File: src/rtl/led_rgb_axil_pkg.sv
// rtl/led_rgb_axil_pkg.sv - shared types and constants for the LED RGB AXI4-Lite master
package led_rgb_axil_pkg;

    localparam int DEFAULT_ADDR_WIDTH = 3;

    localparam logic [1:0] RESP_OKAY   = 2'b00;
    localparam logic [1:0] RESP_SLVERR = 2'b10;

    typedef enum logic [2:0] {
        ST_IDLE    = 3'd0,
        ST_WR      = 3'd1,
        ST_WR_RESP = 3'd2,
        ST_RD_ADDR = 3'd3,
        ST_RD_DATA = 3'd4,
        ST_RSP     = 3'd5
    } state_t;

endpackage

File: src/rtl/led_rgb_axil_master.sv
// rtl/led_rgb_axil_master.sv - single-command AXI4-Lite master bridging a cmd/rsp port pair
//
// Ports:
//   aclk, areset                  clock, synchronous active-high reset
//   cmd_*                         command request (valid/ready, write, addr, wdata)
//   rsp_*                         response (valid/ready, data, resp)
//   aw*/w*/b*/ar*/r*              AXI4-Lite master channels
//   err_count                     only with LED_RGB_AXIL_MASTER_ERRCNT_EN: saturating count
//                                 of B/R handshakes carrying a non-OKAY response
module led_rgb_axil_master
    import led_rgb_axil_pkg::*;
#(
    parameter int ADDR_WIDTH = DEFAULT_ADDR_WIDTH,
    parameter int DATA_WIDTH = 32
) (
    input  logic                    aclk,
    input  logic                    areset,

    input  logic                    cmd_valid,
    output logic                    cmd_ready,
    input  logic                    cmd_write,
    input  logic [ADDR_WIDTH-1:0]   cmd_addr,
    input  logic [DATA_WIDTH-1:0]   cmd_wdata,
    output logic                    rsp_valid,
    input  logic                    rsp_ready,
    output logic [DATA_WIDTH-1:0]   rsp_data,
    output logic [1:0]              rsp_resp,

    output logic [ADDR_WIDTH-1:0]   awaddr,
    output logic [2:0]              awprot,
    output logic                    awvalid,
    input  logic                    awready,
    output logic [DATA_WIDTH-1:0]   wdata,
    output logic [DATA_WIDTH/8-1:0] wstrb,
    output logic                    wvalid,
    input  logic                    wready,
    input  logic [1:0]              bresp,
    input  logic                    bvalid,
    output logic                    bready,
    output logic [ADDR_WIDTH-1:0]   araddr,
    output logic [2:0]              arprot,
    output logic                    arvalid,
    input  logic                    arready,
    input  logic [DATA_WIDTH-1:0]   rdata,
    input  logic [1:0]              rresp,
    input  logic                    rvalid,
    output logic                    rready
`ifdef LED_RGB_AXIL_MASTER_ERRCNT_EN
    ,
    output logic [15:0]             err_count
`endif
);

    state_t                  state;
    state_t                  state_nxt;

    logic [ADDR_WIDTH-1:0]   addr_q;
    logic [DATA_WIDTH-1:0]   wdata_q;
    // Per-channel "still owed" flags so AW and W can complete in either order.
    logic                    aw_pend;
    logic                    w_pend;
    logic [DATA_WIDTH-1:0]   rsp_data_q;
    logic [1:0]              rsp_resp_q;

    logic                    b_hs;
    logic                    r_hs;

    always_ff @(posedge aclk) begin
        if (areset) begin
            state <= ST_IDLE;
        end else begin
            state <= state_nxt;
        end
    end

    // Valids come only from registered state and pending flags, never from
    // the matching ready. Reset gates every handshake output low at once.
    always_comb begin
        state_nxt = state;
        cmd_ready = 1'b0;
        awvalid   = 1'b0;
        wvalid    = 1'b0;
        bready    = 1'b0;
        arvalid   = 1'b0;
        rready    = 1'b0;
        rsp_valid = 1'b0;

        case (state)
            ST_IDLE: begin
                cmd_ready = 1'b1;
                if (cmd_valid) begin
                    state_nxt = cmd_write ? ST_WR : ST_RD_ADDR;
                end
            end
            ST_WR: begin
                awvalid = aw_pend;
                wvalid  = w_pend;
                if ((!aw_pend || awready) && (!w_pend || wready)) begin
                    state_nxt = ST_WR_RESP;
                end
            end
            ST_WR_RESP: begin
                bready = 1'b1;
                if (bvalid) begin
                    state_nxt = ST_RSP;
                end
            end
            ST_RD_ADDR: begin
                arvalid = 1'b1;
                if (arready) begin
                    state_nxt = ST_RD_DATA;
                end
            end
            ST_RD_DATA: begin
                rready = 1'b1;
                if (rvalid) begin
                    state_nxt = ST_RSP;
                end
            end
            ST_RSP: begin
                rsp_valid = 1'b1;
                if (rsp_ready) begin
                    state_nxt = ST_IDLE;
                end
            end
            default: begin
                state_nxt = ST_IDLE;
            end
        endcase

        if (areset) begin
            cmd_ready = 1'b0;
            awvalid   = 1'b0;
            wvalid    = 1'b0;
            bready    = 1'b0;
            arvalid   = 1'b0;
            rready    = 1'b0;
            rsp_valid = 1'b0;
        end
    end

    assign b_hs = bready && bvalid;
    assign r_hs = rready && rvalid;

    always_ff @(posedge aclk) begin
        if (areset) begin
            addr_q     <= '0;
            wdata_q    <= '0;
            aw_pend    <= 1'b0;
            w_pend     <= 1'b0;
            rsp_data_q <= '0;
            rsp_resp_q <= RESP_OKAY;
        end else begin
            if (state == ST_IDLE && cmd_valid) begin
                addr_q  <= cmd_addr;
                wdata_q <= cmd_wdata;
                aw_pend <= cmd_write;
                w_pend  <= cmd_write;
            end
            if (state == ST_WR) begin
                if (awready) begin
                    aw_pend <= 1'b0;
                end
                if (wready) begin
                    w_pend <= 1'b0;
                end
            end
            if (b_hs) begin
                rsp_data_q <= '0;
                rsp_resp_q <= bresp;
            end
            if (r_hs) begin
                rsp_data_q <= rdata;
                rsp_resp_q <= rresp;
            end
        end
    end

`ifdef LED_RGB_AXIL_MASTER_ERRCNT_EN
    always_ff @(posedge aclk) begin
        if (areset) begin
            err_count <= '0;
        end else if (((b_hs && bresp != RESP_OKAY) || (r_hs && rresp != RESP_OKAY))
                     && err_count != 16'hFFFF) begin
            err_count <= err_count + 16'd1;
        end
    end
`endif

    assign awaddr   = addr_q;
    assign araddr   = addr_q;
    assign wdata    = wdata_q;
    assign awprot   = 3'b000;
    assign arprot   = 3'b000;
    assign wstrb    = '1;
    assign rsp_data = rsp_data_q;
    assign rsp_resp = rsp_resp_q;

endmodule

File: config.mk
export PLATFORM = sky130hd
export DESIGN_NAME = led_rgb_axil_master
export DESIGN_NICKNAME = d
export VERILOG_FILES = /design/src/rtl/led_rgb_axil_pkg.sv /design/src/rtl/led_rgb_axil_master.sv
export SDC_FILE = /design/constraint.sdc
export NUM_CORES = 1
export LEC_CHECK = 0
export ABC_AREA = 1
export BUFFER_PORTS_ARGS = -buffer_cell sky130_fd_sc_hd__buf_2
export CORE_ASPECT_RATIO = 1.2
export CORE_MARGIN = 2
export CORE_UTILIZATION = 43
export DETAILED_ROUTE_END_ITERATION = 10
export HOLD_SLACK_MARGIN = 0.06
export PLACE_DENSITY_LB_ADDON = 0.08
export SETUP_SLACK_MARGIN = 0.02
export SLEW_MARGIN = 5
export SYNTH_ARGS = -nofsm -noshare
export SYNTH_HDL_FRONTEND = slang
export SYNTH_SLANG_ARGS = --single-unit
File: constraint.sdc
create_clock -name aclk -period 1.9 [get_ports aclk]
set_clock_uncertainty 0.05 [all_clocks]
set_input_delay 0.095 -clock aclk [delete_from_list [all_inputs] [get_ports aclk]]
set_output_delay 0.095 -clock aclk [all_outputs]
set_load 0.02 [all_outputs]
==> results of run 1 <==
-- power breakdown --
group | switching (mW) | internal (mW)
Clock | 0.564 | 0.912
Sequential | 0.184 | 1.86
Combinational | 1.29 | 0.671
-- routing by layer --
metal  global-route usage, %  up-vias
li1                        -     1672
met1                   24.63     1457
met3                   4.876       14
met2                   39.15      110
met4                   10.34        0
met5                       0        -
-- metrics by stage --
step / hold slack, ps / instances
2_1_floorplan: 179.9 / 403
3_3_place_gp: 265.9 / 620
3_5_place_dp: 273.1 / 620
4_1_cts: 83.09 / 709
5_1_grt: 117.1 / 709
6_report: 101.9 / 709
-- state kept, by name, indices dropped and copies added, names as in the netlist --
register,flops
wdata,32
state,3
rsp_resp,2
aw_pend,1
araddr,3
w_pend,1
rsp_data,32
-- area by class of cell --
type | count | share of cell area, %
Multi-Input combinational cell | 277 | 25.81
Inverter | 18 | 1.551
Clock buffer | 12 | 3.102
Clock inverter | 4 | 2.113
Tap cell | 87 | 2.327
Sequential cell | 74 | 31.67
Timing Repair Buffer | 237 | 33.43
-- logic make-up after synthesis --
| family | synth area share, % |
|---|---|
| DFF | 50.43 |
| buffers and inverters | 9.497 |
| other | 0.2556 |
| and+or+nand+nor | 26.19 |
| AOI/OAI and AO/OA | 13.63 |
-- repair_timing --
action,in CTS,in global routing
endpoints found under the setup margin,0,29
resized for setup,0,4
hold buffers,73,0
setup buffers,0,0
hold endpoints to repair,71,0
-- cell usage after synthesis (3+ instances only) --
master | number | area (um^2)
nand3_1 | 4 | 20.02
inv_2 | 4 | 15.01
buf_4 | 13 | 97.59
inv_1 | 14 | 52.55
buf_2 | 10 | 50.05
o21ai_1 | 8 | 40.04
dfxtp_1 | 74 | 1481
nor3_1 | 3 | 15.01
clkbuf_1 | 7 | 26.28
o21ai_0 | 34 | 170.2
a21oi_1 | 38 | 190.2
buf_6 | 3 | 33.78
nand2_1 | 91 | 341.6
nor2_1 | 81 | 304.0
-- final timing paths --
kind                            start                        to  slack, ps  cells past startpoint
max             state[1]$_SDFFE_PP0P_                   arvalid        200                      5
min                            rvalid  rsp_resp[0]$_SDFFE_PP0P_        100                      6
max reg2reg     state[2]$_SDFFE_PP0P_    wdata[16]$_SDFFE_PP0P_        270                      6
min reg2reg  rsp_data[0]$_SDFFE_PP0P_  rsp_data[0]$_SDFFE_PP0P_        410                      2
-- worst max-delay path, stage by stage, from the launching register on --
cell	delay [ps]
dfxtp_1	360
inv_1	120
nor2_1	220
inv_1	100
nor3_1	200
buf_2	220
==> run metrics, run 1 <==
largest net degree at the start of global routing 40; register bit count reported by yosys 74; CTS Buf Count 9; Final Max Slew Viols 0; minimum clock period after layout around 1700 ps; H-tree levels 3; commonest cells after routing, fill and taps aside 159 x buf_2, 91 x nand2_1, 81 x nor2_1, 74 x dfxtp_1, 73 x dlygate4sd3_1; Routed WL 8316 um; Die X around 80 um; RSZ-0062 raised after global routing false; boundary pin count 170; critical path fanouts, max 6; area of the multi-input gates 0.001207 mm^2; worst hold path class in -> reg; yosys warns 0; Worst-path clk slew 70 ps; Port-buffer cells roughly 160; Die Y 94.55 um; Hold Vio Cnt, Final 0; vias in the first global route approximately 3,000; nets@finish between 600 and 700; post-DR vias/cell 4.588; placed instance area 0.003699 mm^2; Mapped Avg Cell Area 7.438 um^2; RePlAce Congestion between 0.8 and 0.9; number of diodes 0; CP arrival about 1600 ps; asr flop ratio synth 0%; PD cells between 1000 and 1500 mW/mm^2; CTS tree done; initial antenna violation count 0; maxcap violations 0; grt ovf 0; EDFF count, synth 0; static leakage 2.321 nW; Root Driver clkbuf_8; first-pass GRT wire length around 13,000 um; ratio of cells with drive above 1 in the final layout around 30%; routed via count approximately 3,300; FILL cells 569; peak supply drop 0.0009790 V; critical path capture point type primary output; status finished clean; TritonCTS Sinks 74; register area share after synthesis 50.43%; DP Wirelength 5093 um; DR top layer met4; deepest clock path buffer count 2; critical path class reg -> out; # rows 33; total power draw between 5 and 6 mW; commonest non-fill, non-tap cell in the layout buf_2; Distinct cells, synth 23; CP startpoint kind register; die area around 0.0075 mm^2; fin util 69.51%; Total GRT Usage between 20% and 30%; DR WL/cell between 10 and 15 um; post-route ant nets 0; register area around 0.0015 mm^2; Mapped Cells 395; Synth-to-Final Area Change 59.24%; pre-CTS setup slack a little under 200 ps; Final Cycle Share roughly nine tenths; routed wl met2 between 4000 and 5000 um; setup slack after layout about 200 ps; Setup Viol. Count Final 0; 1st-iter DRT viols 87; M1 WL 3601 um; DR WL met3 approximately 520 um; final instance area ~0.0047 mm^2; mapped cell area 0.002938 mm^2; worst endpoint required time ~1800 ps; Fmax achieved approximately 600 MHz; Initial Util 43.65%; Fin Setup TNS 0 ps; TritonRoute pass-1 iters 4; Main synth FF type dfxtp_1; Core Area roughly 0.0067 mm^2; drc violations 0; Skew-Pair Late Insertion Delay approximately 340 ps
(Power assumes the default switching activity.)
==> run 2: changes to the inputs <==
--- a/config.mk
+++ b/config.mk
@@ -5,11 +5,12 @@
 export SDC_FILE = /design/constraint.sdc
 export NUM_CORES = 1
 export LEC_CHECK = 0
-export ABC_AREA = 1
+export ABC_AREA = 0
 export BUFFER_PORTS_ARGS = -buffer_cell sky130_fd_sc_hd__buf_2
 export CORE_ASPECT_RATIO = 1.2
 export CORE_MARGIN = 2
 export CORE_UTILIZATION = 43
+export CTS_CLUSTER_SIZE = 24
 export DETAILED_ROUTE_END_ITERATION = 10
 export HOLD_SLACK_MARGIN = 0.06
 export PLACE_DENSITY_LB_ADDON = 0.08
==> run 2 against run 1 <==
Against the previous run: final cell count is 7.9% lower; critical path depth is 3 lower; sequential power is 9% lower; sequential cell count stayed put; first-iteration DRC count is 24% higher; wire length is 3.9% higher; worst hold slack worse by 1.6 ps; clock power is 23% lower; power is 20% lower.
==> run metrics, run 2 <==
status finished clean; placed instance area 0.003669 mm^2 (-0.81%); CP arrival 1590 ps (+40 ps); met3 usage 6.346% (+1.5 points); sw frac 34.03% (-3.2 points); ratio of cells with drive above 1 in the final layout 33.45% (+3.2 points); commonest cells after routing, fill and taps aside 159 x buf_2, 77 x nand2_1, 77 x dlygate4sd3_1, 74 x dfxtp_1; Root Driver clkbuf_8; grt ovf 0 (unchanged); RSZ-0062 raised after global routing false; main combinational cell family by area after synthesis simple AND/OR/NAND/NOR gates; critical path fanouts, max 13 (+7); deepest clock path buffer count 2 (unchanged); static leakage 2.160 nW (-7.0%); worst hold path class in -> reg; post-DR vias/cell 4.810 (+4.8%); Worst Hold End state[2]$_SDFFE_PP0P_; Distinct cells, synth 33 (+43%); largest net degree at the start of global routing 49 (+23%); mux contribution to synthesized area 0.6885% (+0.69 points); number of diodes 0 (unchanged); EDFF count, synth 0 (unchanged); H-tree levels 3 (unchanged); worst reg-to-reg setup slack 190 ps (-80 ps); Port-buffer cells 159 (unchanged); critical path capture point type primary output; Post-Synth XOR/XNOR Area 0% (unchanged); Logic pwr share 32.1% (-3.7 points); met2 Track Usage GR 39.34% (+0.19 points); TritonRoute pass-1 iters 5 (+1); Worst Reg-to-Reg Cells 5 (-1); Area contributors post-synth dfxtp_1 51%, nand2_1 9.9%, a22oi_1 8.3%; Hold Path Origin rsp_ready; Mapped Cells 338 (-14%); TritonCTS Sinks 74 (unchanged); asr flop ratio synth 0% (unchanged); routed via count 3,141 (-3.4%); met1 usage 25.08% (+0.45 points); register area share after synthesis 50.95% (+0.52 points); Setup Viol. Count Final 0 (unchanged); initial antenna violation count 0 (unchanged); Final Cycle Share 91.49% (+2.2 points); Total GRT Usage 22.75% (+0.79 points); die area 0.007439 mm^2 (-0.97%); yosys warns 0 (unchanged); CTS resizes 0 (unchanged); 1st-iter DRT viols 108 (+24%); register bit count reported by yosys 74 (unchanged); DP Wirelength 5007 um (-1.7%); Hold Vio Cnt, Final 0 (unchanged); FILL cells 480 (-16%); mapped cell area 0.002908 mm^2 (-1.0%); post-route ant nets 0 (unchanged); Fin Setup TNS 0 ps (unchanged); top-count cell post-synth nand2_1; final instance area 0.004622 mm^2 (-1.2%); Routed WL 8641 um (+3.9%); boundary pin count 170 (unchanged); Sequential Power Share 42.1% (+4.9 points); Final Max Slew Viols 0 (unchanged); Die Y 94.08 um (-0.49%); Initial Util 44.83% (+1.2 points); minimum clock period after layout 1738 ps (+42.55 ps); vias in the first global route 3,022 (+1.0%); PD cells 951.5 mW/mm^2 (-19%); Post-Synth Adder-Cell Area 0% (unchanged); Yosys top cell area share 50.95% (+0.52 points); RePlAce Congestion 0.7677 (-4.8%); hold buffer count at CTS 77 (+5.5%); postcts setup bufs 0 (unchanged); # rows 32 (-3.0%); commonest non-fill, non-tap cell in the layout buf_2; Die X 79.07 um (-0.48%); worst endpoint required time 1750 ps (about the same); peak supply drop 0.0005727 V (-41%); critical path class reg -> out; Main synth FF type dfxtp_1; non-filler cells, final 653 (-7.9%); Synth-to-Final Area Change 58.95%; RR Endpoint rsp_data[5]$_SDFFE_PP0P_; post-synthesis compound-gate area fraction 17.60% (+4.0 points); Reg2Reg Launch Point state[1]$_SDFFE_PP0P_; Fmax achieved 575.3 MHz (-2.4%); switching component of the power 1.497 mW (-27%); Worst-path clk slew 70 ps (about the same); CTS tree done; Synth area leader dfxtp_1; Core Area 0.006486 mm^2 (-3.6%); CTS Buf Count 9 (unchanged); nets@finish 645 (-7.6%); drc violations 0 (unchanged); maxcap violations 0 (unchanged); GRT busiest layer met2; first-pass GRT wire length 13,390 um (+2.6%); clock share of power 25.8% (-1.1 points); Cells after DPL 561 (-9.5%); CP startpoint kind register; Internal 2.901 mW (-16%); top cells by count, synth 77 x nand2_1, 74 x dfxtp_1, 38 x a21oi_1, 38 x nor2_1, 32 x a22oi_1; simple-gate area share of the yosys netlist 20.65% (-5.5 points); DR WL/cell 13.23 um (+13%); Skew-Pair Late Insertion Delay 330 ps (about the same); total power draw 4.398 mW (-20%); Hold Crit Depth 4 (-2); Mapped Avg Cell Area 8.603 um^2 (+16%)
==> run 2: cell count changes after synthesis, sizes merged, moves of 5 or more <==
| cell | change |
|---|---|
| nor2 | -44 |
| o21ai | -40 |
| a22oi | +32 |
| inv | -14 |
| nand2 | -14 |
| buf | +5 |
==> run 2: cell type report <==
cell class                      count  area (um^2)  area share, %
Timing Repair Buffer              246         1667          36.06
Sequential cell                    74         1481          32.05
Multi-Input combinational cell    229         1170          25.31
Clock buffer                        9        123.9          2.680
Tap cell                           85        106.4          2.301
Clock inverter                      6        58.81          1.272
Inverter                            4        15.01         0.3249
==> run 2: per-stage QoR <==
step	util (%)	hold WS, ps	setup WS, ps
floorplan	-	156.2	258.3
global placement	56.56	269.9	286.8
detailed placement	56.56	283.8	218.3
CTS	71.26	87.96	146.4
global route	71.26	104.0	25.81
finish	71.26	100.3	161.7
==> run 2: logic make-up after synthesis <==
kind of cell	after synthesis
AOI/OAI and AO/OA	80
and+or+nand+nor	137
muxes	2
other	2
DFF	74
buffers and inverters	43
==> run 2: per-layer routing <==
layer | share of wire (%) | vias to the layer above
met2 | 52 | 118
li1 | - | 1567
met1 | 40 | 1440
met4 | 2.2 | 0
met5 | 0 | -
met3 | 5.9 | 16
==> run 2: power groups by stage <==
stage / sequential (mW) / clock [mW] / combinational (mW)
floorplan: 2.03 / 0 / 0.808
global placement: 1.87 / 0 / 1.27
detailed placement: 1.88 / 0 / 1.28
CTS: 1.85 / 1.18 / 1.40
global route: 1.88 / 1.24 / 1.54
finish: 1.85 / 1.14 / 1.41
==> run 2: how the worst max path moves through the flow <==
| stage | start | endpoint | slack [ps] | depth (start not counted) |
|---|---|---|---|---|
| after floorplan | state[0]$_SDFFE_PP0P_ | arvalid | 260 | 4 |
| after global placement | state[1]$_SDFFE_PP0P_ | rsp_data[6]$_SDFFE_PP0P_ | 290 | 5 |
| after detailed placement | state[1]$_SDFFE_PP0P_ | rsp_data[2]$_SDFFE_PP0P_ | 220 | 5 |
| after CTS | state[2]$_SDFFE_PP0P_ | bready | 150 | 3 |
| after global routing | state[1]$_SDFFE_PP0P_ | bready | 30 | 2 |
| final | state[1]$_SDFFE_PP0P_ | bready | 160 | 2 |
==> run 2: critical path, stage by stage, from the launching register on <==
cell     delay (ps)
dfxtp_1         580
nor4b_2         430
buf_2           240
